### src/rtl/feature_wr_pkg.sv
// Shared types and AXI constants for the HOG feature write controller.
package feature_wr_pkg;

  typedef enum logic [2:0] {
    ST_IDLE,
    ST_AW,
    ST_DATA,
    ST_RESP,
    ST_DONE
  } wr_state_t;

  localparam logic [2:0] AWSIZE_64B = 3'd6;
  localparam logic [1:0] BURST_INCR = 2'b01;
  localparam logic [1:0] RESP_OKAY  = 2'b00;

  localparam int unsigned BEAT_BYTES      = 1 << AWSIZE_64B;
  localparam int unsigned BURST_BYTES     = 16 * BEAT_BYTES;
  localparam int unsigned BASE_ALIGN_BITS = 10;

endpackage

### src/rtl/feature_beat_buf.sv
// One-entry hold register between the feature reader and the AXI W channel.
module feature_beat_buf #(
  parameter int unsigned DW = 512
) (
  input  logic          clk,
  input  logic          rst_n,
  input  logic          load,
  input  logic [DW-1:0] load_data,
  input  logic          pop,
  output logic [DW-1:0] data,
  output logic          full,
  output logic          ovf
);

  logic accept;

  // A load coinciding with a pop replaces the departing beat and keeps the entry full.
  assign accept = load && (!full || pop);
  assign ovf    = load && full && !pop;

  always_ff @(posedge clk) begin
    if (!rst_n) begin
      data <= '0;
      full <= 1'b0;
    end else if (accept) begin
      data <= load_data;
      full <= 1'b1;
    end else if (pop) begin
      full <= 1'b0;
    end
  end

endmodule

### src/rtl/feature_axi_write_ctrl.sv
// Drives the HOG result-feature readout and streams it to DDR as fixed-length AXI4 INCR bursts.
module feature_axi_write_ctrl
  import feature_wr_pkg::*;
#(
  parameter int unsigned AXI_DW      = 512,
  parameter int unsigned AXI_AW      = 32,
  parameter int unsigned BURST_LEN   = BURST_BYTES / BEAT_BYTES,
  parameter int unsigned TOTAL_BEATS = 1984
) (
  input  logic                aclk,
  input  logic                arest_n,
  input  logic                cfg_start,
  input  logic [AXI_AW-1:0]   cfg_base_addr,
  output logic                busy,
  output logic                err_bresp,
  output logic                err_ovf,
  output logic                res_start,
  output logic                w_handshake,
  output logic                wr_done,
  input  logic [AXI_DW-1:0]   res_data,
  input  logic                res_data_valid,
  output logic [AXI_AW-1:0]   m_awaddr,
  output logic [7:0]          m_awlen,
  output logic [2:0]          m_awsize,
  output logic [1:0]          m_awburst,
  output logic                m_awvalid,
  input  logic                m_awready,
  output logic [AXI_DW-1:0]   m_wdata,
  output logic [AXI_DW/8-1:0] m_wstrb,
  output logic                m_wlast,
  output logic                m_wvalid,
  input  logic                m_wready,
  input  logic [1:0]          m_bresp,
  input  logic                m_bvalid,
  output logic                m_bready
);

  localparam int unsigned NUM_BURSTS = TOTAL_BEATS / BURST_LEN;
  localparam int unsigned BEAT_W     = $clog2(TOTAL_BEATS);
  localparam int unsigned BURST_W    = $clog2(NUM_BURSTS);
  localparam int unsigned BIB_W      = $clog2(BURST_LEN);

  localparam logic [AXI_AW-1:0] STRIDE     = AXI_AW'(BURST_LEN * BEAT_BYTES);
  localparam logic [AXI_AW-1:0] ALIGN_MASK = AXI_AW'((1 << BASE_ALIGN_BITS) - 1);

  wr_state_t state, state_nxt;

  logic [AXI_AW-1:0]  base_q;
  logic [BEAT_W-1:0]  beat_cnt;
  logic [BURST_W-1:0] burst_cnt;
  logic [BIB_W-1:0]   beat_in_burst;

  logic res_start_q, w_hs_q, err_bresp_q, err_ovf_q;
  logic start_acc, w_fire, b_fire;
  logic last_in_burst, last_beat, last_burst;

  logic              buf_full, buf_ovf;
  logic [AXI_DW-1:0] buf_data;

  feature_beat_buf #(.DW(AXI_DW)) u_beat_buf (
    .clk       (aclk),
    .rst_n     (arest_n),
    .load      (res_data_valid),
    .load_data (res_data),
    .pop       (w_fire),
    .data      (buf_data),
    .full      (buf_full),
    .ovf       (buf_ovf)
  );

  assign start_acc     = (state == ST_IDLE) && cfg_start;
  assign w_fire        = (state == ST_DATA) && buf_full && m_wready;
  assign b_fire        = (state == ST_RESP) && m_bvalid;
  assign last_in_burst = beat_in_burst == BIB_W'(BURST_LEN - 1);
  assign last_beat     = beat_cnt == BEAT_W'(TOTAL_BEATS - 1);
  assign last_burst    = burst_cnt == BURST_W'(NUM_BURSTS - 1);

  always_ff @(posedge aclk) begin
    if (!arest_n) state <= ST_IDLE;
    else          state <= state_nxt;
  end

  always_comb begin
    state_nxt = state;
    m_awvalid = 1'b0;
    m_awaddr  = '0;
    m_awlen   = '0;
    m_awsize  = '0;
    m_awburst = '0;
    m_wvalid  = 1'b0;
    m_wstrb   = '0;
    m_wlast   = 1'b0;
    m_bready  = 1'b0;
    busy      = 1'b0;
    wr_done   = 1'b0;

    case (state)
      ST_IDLE: begin
        if (cfg_start) state_nxt = ST_AW;
      end
      ST_AW: begin
        busy      = 1'b1;
        m_awvalid = 1'b1;
        m_awaddr  = base_q + AXI_AW'(burst_cnt) * STRIDE;
        m_awlen   = 8'(BURST_LEN - 1);
        m_awsize  = AWSIZE_64B;
        m_awburst = BURST_INCR;
        if (m_awready) state_nxt = ST_DATA;
      end
      ST_DATA: begin
        busy     = 1'b1;
        m_wvalid = buf_full;
        m_wstrb  = '1;
        m_wlast  = last_in_burst;
        if (w_fire && last_in_burst) state_nxt = ST_RESP;
      end
      ST_RESP: begin
        busy     = 1'b1;
        m_bready = 1'b1;
        if (m_bvalid) state_nxt = last_burst ? ST_DONE : ST_AW;
      end
      ST_DONE: begin
        wr_done   = 1'b1;
        state_nxt = ST_IDLE;
      end
      default: state_nxt = ST_IDLE;
    endcase
  end

  // Reader launches are registered so each one follows the handshake that freed the buffer.
  always_ff @(posedge aclk) begin
    if (!arest_n) begin
      base_q        <= '0;
      beat_cnt      <= '0;
      burst_cnt     <= '0;
      beat_in_burst <= '0;
      res_start_q   <= 1'b0;
      w_hs_q        <= 1'b0;
      err_bresp_q   <= 1'b0;
      err_ovf_q     <= 1'b0;
    end else begin
      res_start_q <= start_acc;
      w_hs_q      <= w_fire && !last_beat;
      if (start_acc) begin
        base_q        <= cfg_base_addr & ~ALIGN_MASK;
        beat_cnt      <= '0;
        burst_cnt     <= '0;
        beat_in_burst <= '0;
        err_bresp_q   <= 1'b0;
        err_ovf_q     <= 1'b0;
      end else begin
        if (w_fire) begin
          beat_cnt      <= last_beat ? '0 : beat_cnt + 1'b1;
          beat_in_burst <= last_in_burst ? '0 : beat_in_burst + 1'b1;
        end
        if (b_fire) begin
          if (m_bresp != RESP_OKAY) err_bresp_q <= 1'b1;
          burst_cnt <= last_burst ? '0 : burst_cnt + 1'b1;
        end
        if (buf_ovf) err_ovf_q <= 1'b1;
      end
    end
  end

  assign res_start   = res_start_q;
  assign w_handshake = w_hs_q;
  assign err_bresp   = err_bresp_q;
  assign err_ovf     = err_ovf_q;
  assign m_wdata     = buf_data;

endmodule

### config.mk
export PLATFORM = sky130hd
export DESIGN_NAME = feature_axi_write_ctrl
export DESIGN_NICKNAME = d
export VERILOG_FILES = /design/src/rtl/feature_wr_pkg.sv /design/src/rtl/feature_beat_buf.sv /design/src/rtl/feature_axi_write_ctrl.sv
export SDC_FILE = /design/constraint.sdc
export NUM_CORES = 1
export LEC_CHECK = 0
export CAP_MARGIN = 10
export CORE_AREA = 2 2 466 468
export CTS_CLUSTER_SIZE = 24
export DETAILED_ROUTE_END_ITERATION = 7
export DIE_AREA = 0 0 468 470
export GPL_TIMING_DRIVEN = 0
export SLEW_MARGIN = 25
export SYNTH_ARGS = -nofsm -noshare
export SYNTH_HDL_FRONTEND = slang
export SYNTH_SLANG_ARGS = --single-unit
### constraint.sdc
create_clock -name aclk -period 3.1 [get_ports aclk]
set_clock_uncertainty 0.1 [all_clocks]
set_input_delay 0.775 -clock aclk [delete_from_list [all_inputs] [get_ports aclk]]
set_output_delay 0.775 -clock aclk [all_outputs]
set_load 0.01 [all_outputs]
==> results.cfg <==
[setup_path]
worstSetupEndpointType = output pin
criticalPathCategory = reg2out
startpoint_type = flop
critPathRequiredTime_ns = 2.22
worstPathArrival_ns = 2.85
cp_max_fo = 7

[floorplan]
die_w_um = 468
die_h_um = 470
io_pins = 1184
num_rows = 171
start_util = 0.103
die_area_mm2 = 0.220
coreArea_mm2 = 0.216

[clock_tree]
root_buffer = clkbuf_16
cts_hold_buf = 0
clock_latency_ns = 0.69
clk_pin_slew_ns = 0.06
ctsLongestPathBuffers = 3
cts_buffers = 75
htree_num_levels = 3
cts_num_sinks = 564
tritoncts = done

[global_routing]
grt_first_pass_wirelength_mm = 221
antenna_found_initial = 113
grt_overflow = 0
first_global_vias = 23580
grt_max_degree = 14
gr-usage-all-layers = 0.151

[sta]
period_minus_slack_ns = 3.73
layout_setup_ws_ns = -0.627
setup_viol = 29
worstMarginPinSlew_ns = 0.910
hold_viol_final = 0
min_period_over_period = 1.20
slew_viol_final = 0
rsz0062_at_grt = true
fmax_ghz = 0.268
relSlewSlack = 0.393

[worst_hold_path]
hold_path.class = reg2reg

[final_layout]
drive_above_1_share = 0.131
multi_input_area_mm2 = 0.00960
syn_to_final_growth_pct = 84.2
fillers = 24007
fin_nets = 4499
final-seq-area_mm2 = 0.0113
design_area_mm2 = 0.0410

[route]
drcViolationCount = 0
vias = 24023
firstDrtPassIters = 5
drt_iter0_markers = 1342
ant_nets = 0
drt_wl_total_mm = 174
wl_per_cell_um = 25.3
post_drt_via_cell_ratio = 3.50

[synthesis]
synthArstFlopShare = 0
synth-seq-cells = 564
yosys-top-cells-area = dfxtp_1 (51%), nand2_1 (18%), a21boi_1 (16%)
synth_top_area_cell = dfxtp_1
ys_types = 46
ys_top_cells_by_count = nand2_1 (1,052), dfxtp_1 (564), a21boi_1 (481)
netlist_area_mm2 = 0.0223
synth_top_area_share = 0.507
synth_edf_count = 0
synth-warning-count = 0
syn_inst = 2633
ys_seq_area_frac = 0.507
yosysMostFrequentCell = nand2_1
ys.flop_type = dfxtp_1
syn_avg_cell_area_um2 = 8.46

[power]
power_frac_comb = 0.208
p_leak_nw = 15.1
total_power_mw = 21.4
power.internal_mw = 15.2
clockPowerShare = 0.420
power_frac_seq = 0.372
power_density_mw_per_mm2 = 522
peakVddDrop_v = 0.000358
sw_frac_of_total = 0.292
p_sw_mw = 6.25

[place]
place.gp.congestion = 0.977
io_buffers = 1156
post-dp-hpwl_mm = 149
place_area_mm2 = 0.0377

[status]
status = finished, violations left
violations = negative setup slack

[job]
maxCapViolCount = 0
final cells by class:
type                            count  share of cell area
Antenna cell                       24             0.00146
Buffer                            269              0.0462
Clock buffer                       94              0.0499
Clock inverter                     35              0.0108
Inverter                            9            0.000915
Multi-Input combinational cell   1803               0.234
Sequential cell                   564               0.276
Tap cell                         2854              0.0871
Timing Repair Buffer             1212               0.293
Timing Repair inverter              1            0.000183
worst paths after layout:
check                                       endpoint  slack (ns)                  from  cells after the start
worst max register to register  u_beat_buf.data[282]        0.28              state[1]                     13
worst min-delay path            u_beat_buf.data[388]        0.35  u_beat_buf.data[388]                      2
worst max-delay path                    m_awaddr[26]       -0.63          burst_cnt[0]                      9
worst min register to register  u_beat_buf.data[388]        0.35  u_beat_buf.data[388]                      2
repair_timing:
action / 4_1_cts / 5_1_grt
setup endpoints to repair: 129 / 63
pin swaps: 18 / 29
setup buffers: 31 / 20
gates resized for setup: 361 / 114
cloned: 5 / 2
cells in the final DEF (no fill, tap or decap), types with 5 or more instances in the layout:
cell             count
clkdlybuf4s50_1   1059
nand2_1           1051
dfxtp_1            554
a21boi_1           481
buf_4              191
buf_6               84
clkbuf_16           77
clkbuf_1            67
buf_2               45
nor2_1              41
a21boi_0            33
diode_2             24
a22o_1              20
a21oi_1             17
xor2_1              16
conb_1              16
clkinv_2            16
dlygate4sd2_1       13
xnor2_1             12
clkbuf_8            11
o21ai_0              9
nand3_1              9
nand4_1              8
inv_1                7
and2_1               7
clkbuf_2             7
ha_4                 7
clkdlybuf4s15_2      7
buf_8                6
bufinv_16            6
dfxtp_2              5
dfxtp_4              5
buf_12               5
critical path, stage by stage, from the launching register on:
cell and delay [ns]:
dfxtp_4 0.37, ha_4 0.14, inv_2 0.03, fa_2 0.34, nand2b_4 0.15, a21o_4 0.24
a21o_1 0.20, or3_4 0.34, a21oi_4 0.20, buf_6 0.13
stage by stage:
stage,cells,hold slack (ns),worst slack [ns],setup TNS [ns],utilization
floorplan,2648,0.353,-0.0804,-37.57,-
global placement,6658,0.336,-2.65,-1051.79,0.174
detailed placement,6661,0.342,-0.879,-194.97,0.175
CTS,6823,0.351,-0.759,-11.81,0.189
global route,6846,0.366,-0.722,-10.48,0.190
finish,6865,0.349,-0.627,-6.27,0.190
power groups by stage:
stage	Combinational (mW)	Sequential (mW)	Clock [mW]
after global routing	4.72	8.01	9.56
after floorplan	1.36	8.21	0
after CTS	4.45	7.97	9.34
final	4.45	7.97	8.98
after detailed placement	4.31	8.12	0
after global placement	4.30	8.10	0
cell families (layout without fill, tap and decap cells):
| group | after synthesis | in the layout | synth area share |
|---|---|---|---|
| AND/OR/NAND/NOR | 1156 | 1156 | 0.203 |
| buffers and inverters | 281 | 1620 | 0.0742 |
| multiplexers | 2 | 2 | 0.000899 |
| flip-flops | 564 | 564 | 0.507 |
| other | 1 | 40 | 0.000168 |
| AO/OA/AOI/OAI | 589 | 589 | 0.196 |
| adder cells (fa/ha/maj) | 11 | 11 | 0.00652 |
| XOR/XNOR | 29 | 29 | 0.0114 |
routing by layer:
| metal | routed length, um | part of all wire | GRT usage |
|---|---|---|---|
| met5 | 677 | 0.0039 | 0 |
| met4 | 4970 | 0.029 | 0.0439 |
| met3 | 20600 | 0.12 | 0.0738 |
| met2 | 79000 | 0.45 | 0.248 |
| met1 | 68500 | 0.39 | 0.173 |
registers in the layout, indices dropped and copies added, names as in the netlist, 3 cells and up:
name / flops
beat_cnt: 11
state: 3
u_beat_buf.data: 512
base_q: 22
beat_in_burst: 4
burst_cnt: 7
Note: power is estimated with default switching activity, not from simulation.
